$ cat src/rtl/lc3_mem_arb.sv
// lc3_mem_arb: shares the single-port LC-3 RAM between fetch (m0) and load/store (m1).
// Define LC3_MEM_ARB_RR_EN for round-robin arbitration; default is fixed priority.
module lc3_mem_arb #(
   parameter int DATA_WIDTH = 16,
   parameter int ADDR_WIDTH = 16,
   parameter int TIMEOUT    = 15
) (
   input  logic                  clk,
   input  logic                  reset,
   input  logic                  m0_req,
   input  logic                  m0_we,
   input  logic [ADDR_WIDTH-1:0] m0_addr,
   input  logic [DATA_WIDTH-1:0] m0_wdata,
   output logic                  m0_ack,
   output logic                  m0_err,
   input  logic                  m1_req,
   input  logic                  m1_we,
   input  logic [ADDR_WIDTH-1:0] m1_addr,
   input  logic [DATA_WIDTH-1:0] m1_wdata,
   output logic                  m1_ack,
   output logic                  m1_err,
   output logic [DATA_WIDTH-1:0] m_rdata,
   output logic                  mem_cs,
   output logic                  mem_r_w,
   output logic [ADDR_WIDTH-1:0] mem_addr,
   output logic [DATA_WIDTH-1:0] mem_wdata,
   input  logic                  mem_ready,
   input  logic [DATA_WIDTH-1:0] mem_rdata
);

   typedef enum logic [1:0] {
      IDLE,
      ISSUE,
      WAIT,
      DONE
   } state_t;

   localparam logic [7:0] TMO = 8'(TIMEOUT);

   state_t     state;
   logic       gnt;
   logic       pick;
   logic [7:0] cnt;
   logic [7:0] cnt_nxt;

   assign cnt_nxt = cnt + 8'd1;

`ifdef LC3_MEM_ARB_RR_EN
   logic last;

   // On a tie the port that did not win last time is chosen.
   always_comb begin
      pick = 1'b0;
      if (m0_req && m1_req)
         pick = ~last;
      else
         pick = ~m0_req;
   end

   always_ff @(posedge clk) begin
      if (reset)
         last <= 1'b1;
      else if (state == ISSUE)
         last <= gnt;
   end
`else
   always_comb begin
      pick = ~m0_req;
   end
`endif

   always_ff @(posedge clk) begin
      if (reset) begin
         state     <= IDLE;
         gnt       <= 1'b0;
         cnt       <= 8'd0;
         mem_cs    <= 1'b0;
         mem_r_w   <= 1'b0;
         mem_addr  <= '0;
         mem_wdata <= '0;
         m_rdata   <= '0;
         m0_ack    <= 1'b0;
         m1_ack    <= 1'b0;
         m0_err    <= 1'b0;
         m1_err    <= 1'b0;
      end else begin
         m0_ack <= 1'b0;
         m1_ack <= 1'b0;
         m0_err <= 1'b0;
         m1_err <= 1'b0;
         unique case (state)
            IDLE: begin
               if (m0_req || m1_req) begin
                  gnt       <= pick;
                  mem_cs    <= 1'b1;
                  mem_r_w   <= pick ? m1_we : m0_we;
                  mem_addr  <= pick ? m1_addr : m0_addr;
                  mem_wdata <= pick ? m1_wdata : m0_wdata;
                  state     <= ISSUE;
               end
            end
            ISSUE: begin
               mem_cs  <= 1'b0;
               mem_r_w <= 1'b0;
               cnt     <= 8'd0;
               state   <= WAIT;
            end
            WAIT: begin
               if (mem_ready) begin
                  m_rdata <= mem_rdata;
                  m0_ack  <= ~gnt;
                  m1_ack  <= gnt;
                  state   <= DONE;
               end else begin
                  cnt <= cnt_nxt;
                  // Timed-out reads return zero so a stale word is never consumed.
                  if (cnt_nxt == TMO) begin
                     m_rdata <= '0;
                     m0_ack  <= ~gnt;
                     m1_ack  <= gnt;
                     m0_err  <= ~gnt;
                     m1_err  <= gnt;
                     state   <= DONE;
                  end
               end
            end
            DONE: begin
               state <= IDLE;
            end
            default: begin
               state <= IDLE;
            end
         endcase
      end
   end

endmodule
$ cat config.mk
export PLATFORM = sky130hd
export DESIGN_NAME = lc3_mem_arb
export DESIGN_NICKNAME = d
export VERILOG_FILES = /design/src/rtl/lc3_mem_arb.sv
export SDC_FILE = /design/constraint.sdc
export NUM_CORES = 1
export LEC_CHECK = 0
export CELL_PAD_IN_SITES_DETAIL_PLACEMENT = 0
export CELL_PAD_IN_SITES_GLOBAL_PLACEMENT = 1
export CORE_MARGIN = 3
export CORE_UTILIZATION = 32
export CTS_BUF_LIST = sky130_fd_sc_hd__clkbuf_16
export CTS_CLUSTER_DIAMETER = 50
export DETAILED_ROUTE_END_ITERATION = 8
export PLACE_DENSITY_LB_ADDON = 0.1
export SKIP_LAST_GASP = 1
export SLEW_MARGIN = 20
export SYNTH_ARGS = -nofsm -noshare
export SYNTH_HDL_FRONTEND = slang
export SYNTH_SLANG_ARGS = --single-unit
$ cat constraint.sdc
create_clock -name clk -period 4.6 [get_ports clk]
set_input_delay 0.92 -clock clk [delete_from_list [all_inputs] [get_ports clk]]
set_output_delay 0.92 -clock clk [all_outputs]
set_load 0.01 [all_outputs]
== Word-level counts from Yosys, hierarchy flattened ==
Index checks and enable logic that the tools add are counted.

* Eq/ne operators: 7
* Shift operators: 0
* Divide/modulo/power cells: 0
* Add/subtract/negate cells: 1
* Muxes and demuxes: 19
* Bitwise logic cells: 3
* Multipliers: 0
* Reduce and logical (&&, ||, !) cells: 12
* Order comparisons: 0

{| class="wikitable"
|+ Operators by type and width
! cell !! count
|-
| 16-bit 2-to-1 mux || 4
|-
| 8-bit case mux with 2 select lines || 1
|-
| 2-bit AND reduction || 5
|-
| 8-bit by 1-bit adder with 8-bit output (second input constant) || 1
|-
| 8-bit by 4-bit equality test with 1-bit output (second input constant) || 1
|-
| 8-bit 2-to-1 mux || 1
|-
| 2-bit case mux with 4 select lines || 1
|-
| 1-bit 2-to-1 mux || 7
|-
| 2-bit 2-to-1 mux || 3
|-
| 2-bit nonzero test || 3
|-
| 2-bit equality test (second input constant) || 2
|-
| 2-bit inequality test (second input constant) || 2
|-
| 1-bit case mux with 2 select lines || 2
|-
| 3-bit inequality test (second input constant) || 1
|-
| 1-bit NOT || 3
|-
| 3-bit OR reduction || 1
|-
| 2-bit by 1-bit equality test with 1-bit output (second input constant) || 1
|-
| 2-bit zero test || 1
|-
| 2-bit OR reduction || 1
|-
| 1-bit logical OR || 1
|}

* Memories: 0
* RAM bits: 0
* Bits in latches: 0
* Memory bits (read-only): 0
* Word-level logic and storage cells: 54
* Register bits: 65

== Longest topological paths before layout ==
* Depth in word-level cells: 5
* Mapped depth: 8
* Depth with buffers taken out: 7

== Least setup slack after synthesis ==
OpenSTA, ideal clock, no wires.

* Path kind: input -> register
* From: input m0_req
* To: register mem_addr[0]
* Path buffers: 3
* Setup slack: 2.301 ns
* Stages: 7
* Data arrival time: 2.213 ns
* Cells stage by stage: clkbuf_1 > nor2_1 > nor2b_1 > clkbuf_1 > clkbuf_1 > nor2_1 > a211oi_1

* Word-level cells in the longest chain between the ends: 2
* Elaborated cells between the ends (all ways): 3
* Those cells by class: mux: 1; reduce/logical: 2

{| class="wikitable"
|+ Ends and longest elaborated chain
! item !! RTL line !! RTL
|-
| start, declared || 10 || <nowiki>input logic m0_req,</nowiki>
|-
| 1-bit logical OR || 93 || <nowiki>if (m0_req || m1_req) begin</nowiki>
|-
| 2-bit AND reduction (no source line) || n/a ||
|-
| end signal, assigned || 97 || <nowiki>mem_addr <= pick ? m1_addr : m0_addr;</nowiki>
|-
| end, declared || 25 || <nowiki>output logic [ADDR_WIDTH-1:0] mem_addr,</nowiki>
|}

Several ways; a longest one is shown, not always the timed one.
A chain may end at the register's enable or synchronous reset.

== Final worst setup path ==
* From: input mem_ready
* To: register state[0]

* Word-level cells in the longest chain between the ends: 2
* Elaborated cells between the ends (all ways): 4
* Those cells by class: eq/ne: 1; mux: 2; reduce/logical: 1

{| class="wikitable"
|+ Ends and longest elaborated chain
! item !! RTL line !! RTL
|-
| start, declared || 27 || <nowiki>input logic mem_ready,</nowiki>
|-
| 2-bit 2-to-1 mux / 3-bit inequality test (equally long branches) || n/a ||
|-
| 2-bit case mux with 4 select lines / 2-bit AND reduction (equally long branches) || n/a ||
|-
| end signal, assigned || 99 || <nowiki>state <= ISSUE;</nowiki>
|-
| end signal, assigned || 106 || <nowiki>state <= WAIT;</nowiki>
|-
| end signal, assigned || 113 || <nowiki>state <= DONE;</nowiki>
|-
| end, declared || 40 || <nowiki>state_t state;</nowiki>
|}

Several ways; a longest one is shown, not always the timed one.

==> qor.yml <==
power_and_ir_drop:
  pwr-share-seq_pct: 33.3
  sw_frac_of_total_pct: 33.2
  internal-power_mw: 1.60
  clkPwrFrac_pct: 27.3
  power.share.combinational_pct: 39.4
  ir_drop_v: 0.000239
  switching_power_mw: 0.797
  power_mw: 2.40
  power.leakage_nw: 1.75
  power.density_nw_per_um2: 505
setup_path:
  reg2reg_depth: 6
  timing.critical_path.fanout_max: 20
  reg_to_reg_critical_path_startpoint: "cnt[0]"
  arrival_ps: 2970
  crit_path_launch_type: "primary input"
  r2r_setup_slack_ps: 2020
  r2r_end: "m_rdata[4]"
  crit_type: "primary input to flip-flop"
  cp-end-kind: "flip-flop"
  worst_ep_required_time_ps: 4820
  critical_path.startpoint: "mem_ready"
sta:
  finalHoldViolCount: 0
  worst_clock_skew_ps: 6.79
  final_period_minus_worst_setup_slack_ps: 2750
  final-setup-viol-count: 0
  grt_setup_unrepaired: "no"
  sum_of_negative_setup_slack_ps: 0
  timing.slew.headroom_pct: 47.3
  timing.final.crit_share_pct: 59.8
  worst_slew_pin_slew_ps: 790
  max_clock_freq_mhz: 363
  slew_viol_final: 0
job:
  max_cap_viol_count: 0
synth:
  syn_nets: 432
  synth_cell_type_count: 39
  synth-async-reset-ratio_pct: 0
  ys.flop_type: "dfxtp_1"
  synthesis.area_sq_um: 3010
  synth_cells: 340
  post_synthesis_register_bit_count: 65
  synth-warning-count: 0
  number_of_flops_mapped_to_enable_cells_by_yosys: 0
  syn-mean-instance-area_sq_um: 8.85
  yosysSeqAreaShare_pct: 43.2
global_route:
  largest_net_degree_at_the_start_of_global_routing: 38
  grt.total_usage_pct: 16.5
  first_global_vias: 2850
  wire_length_of_the_first_global_routing_pass_microns: 13700
  grt_antenna_before_repair: 1
  grt.overflow.total: 0
  gr-usage-met2_pct: 26.9
  grt_most_used_layer: "met2"
  grt_util_met3_pct: 7.78
  globalRouteMet1Util_pct: 19.1
clock_tree:
  cts.htree.levels: 3
  tritoncts_clock_tree: "done"
  cts_setup_buffers: 0
  path_clk_slew_ps: 60
  clk_latency_ps: 320
  cts_made_buffers: 9
  clockRootBuffer: "clkbuf_16"
  cts.repair.resized: 0
  tritoncts_num_sinks: 65
  cts.hold.buffers_added: 0
  max-clock-path-buffers: 2
placement:
  place_inst: 565
  gp_congestion: 0.792
  placement.io_buffers: 140
  detailed_place_hpwl_microns: 6140
floorplanning:
  design.die.area_sq_um: 10600
  floorplan.core_area_sq_um: 8930
  fp-row-count: 34
  die_h_microns: 103
  die_w_microns: 103
  initial_utilization_pct: 33.7
  io_pins: 141
finish:
  drive_gt1_share_pct: 6.34
  fillCellCount: 868
  final_nets: 560
  antennaDiodeCount: 0
  post_layout_nonfiller_instances: 581
  area.growth.synth_to_final_pct: 57.8
min_path:
  holdCritPathClass: "flip-flop to flip-flop"
  worst_hold_path.num_cells: 2
  worst_hold_path_startpoint: "state[1]"
  hold-path-endpoint: "state[1]"
route:
  detail-route-antenna-nets: 0
  drt_first_pass_iters: 4
  route.detailed.wl_per_inst_microns: 14.5
  drt_drc_violations_left: 0
  wirelength_microns: 8440
  initialDrtViolationCount: 71
  dr_total_vias: 2864
  via_per_inst: 4.93
run_status:
  status: "completed"
## how the worst max path moves through the flow
stage	endpoint	slack [ps]	depth (start not counted)
6_report	state[0]	1850	5
5_1_grt	state[0]	1650	5
4_1_cts	state[0]	1860	5
3_5_place_dp	state[0]	1510	5
3_3_place_gp	state[0]	1580	5
2_1_floorplan	mem_addr[0]	2300	7
## sequential cells by signal (all words and copies together), names as in the netlist
| signal | count |
|---|---|
| gnt | 1 |
| m0_ack | 1 |
| mem_addr | 16 |
| m_rdata | 16 |
| m0_err | 1 |
| m1_err | 1 |
| cnt | 8 |
| m1_ack | 1 |
| mem_wdata | 16 |
| mem_cs | 1 |
| state | 2 |
| mem_r_w | 1 |
## cell usage in the layout, fill, tap and decap left out, drive strengths merged, types with 2 or more instances in the layout
cell / count
nor4: 2
o21ai: 6
clkinv: 5
or3b: 16
a311oi: 2
ha: 5
nand2: 46
buf: 5
nor3: 4
clkbuf: 9
a31oi: 16
nand4: 2
nor2: 48
clkdlybuf4s50: 138
mux2i: 33
xor2: 2
clkinvlp: 2
nor2b: 3
nand2b: 2
a21oi: 9
a211oi: 33
nand3: 3
inv: 4
dfxtp: 65
mux2: 2
## through the flow
stage	utilization [%]	instance area, sq um	setup slack, ps	hold slack, ps
after floorplan	-	3010	2300	451
after global placement	49.9	4460	1580	465
after CTS	53.1	4750	1860	486
after detailed placement	49.9	4460	1510	477
final	53.1	4750	1850	484
after global routing	53.1	4750	1650	498
## synthesized netlist by cell type (2+ instances only)
library cell / n / share of area [%]
mux2i_1: 33 / 11
a21oi_1: 9 / 1.5
mux2_2: 2 / 0.75
ha_1: 5 / 2.1
o21ai_0: 5 / 0.83
a211oi_1: 33 / 8.2
nand3_1: 2 / 0.33
a31oi_1: 16 / 3.3
dfxtp_1: 65 / 43
nor4_1: 2 / 0.42
nor3_2: 2 / 0.67
nor3_1: 2 / 0.33
nand2b_1: 2 / 0.42
or3b_1: 16 / 4.7
xor2_1: 2 / 0.58
nand4_1: 2 / 0.42
clkbuf_1: 24 / 3.0
nor2b_1: 3 / 0.62
inv_1: 4 / 0.50
nor2_1: 48 / 6.0
nand2_1: 45 / 5.6
## final cells by class
type / count / area (sq um) / area share (%)
Multi-Input combinational cell: 244 / 1590 / 33.5
Timing Repair Buffer: 143 / 1410 / 29.8
Sequential cell: 65 / 1300 / 27.4
Clock buffer: 9 / 225 / 4.74
Tap cell: 108 / 135 / 2.85
Clock inverter: 7 / 61.3 / 1.29
Inverter: 5 / 18.8 / 0.395
## kinds of logic after synthesis
group | after synthesis | share of synthesized area (%)
AOI/OAI and AO/OA | 71 | 16.9
xor gates and xnor gates | 2 | 0.582
adders and majority gates | 5 | 2.08
buffers and inverters | 31 | 4.12
DFF | 65 | 43.2
muxes | 35 | 11.7
and+or+nand+nor | 131 | 21.4
## power by group through the flow
stage                     clock network, mW  registers, mW  logic [mW]
after detailed placement                  0          0.810       0.958
after global placement                    0          0.804       0.945
after CTS                             0.672          0.801       0.963
after global routing                  0.695          0.823        1.06
final                                 0.654          0.799       0.945
after floorplan                           0          0.867       0.441
## worst max-delay path, stage by stage
cell and delay [ps]:
clkdlybuf4s50_1 730, nor2b_1 640, o21ai_0 210, and3_1 240, o221a_2 240
## per-layer routing
layer  share of wire [%]  vias to the layer above
li1                    -                     1468
met1                  42                     1297
met2                  48                       87
met3                 8.9                       10
met4                 1.3                        2
met5                0.15                        -
(Power assumes the default switching activity.)
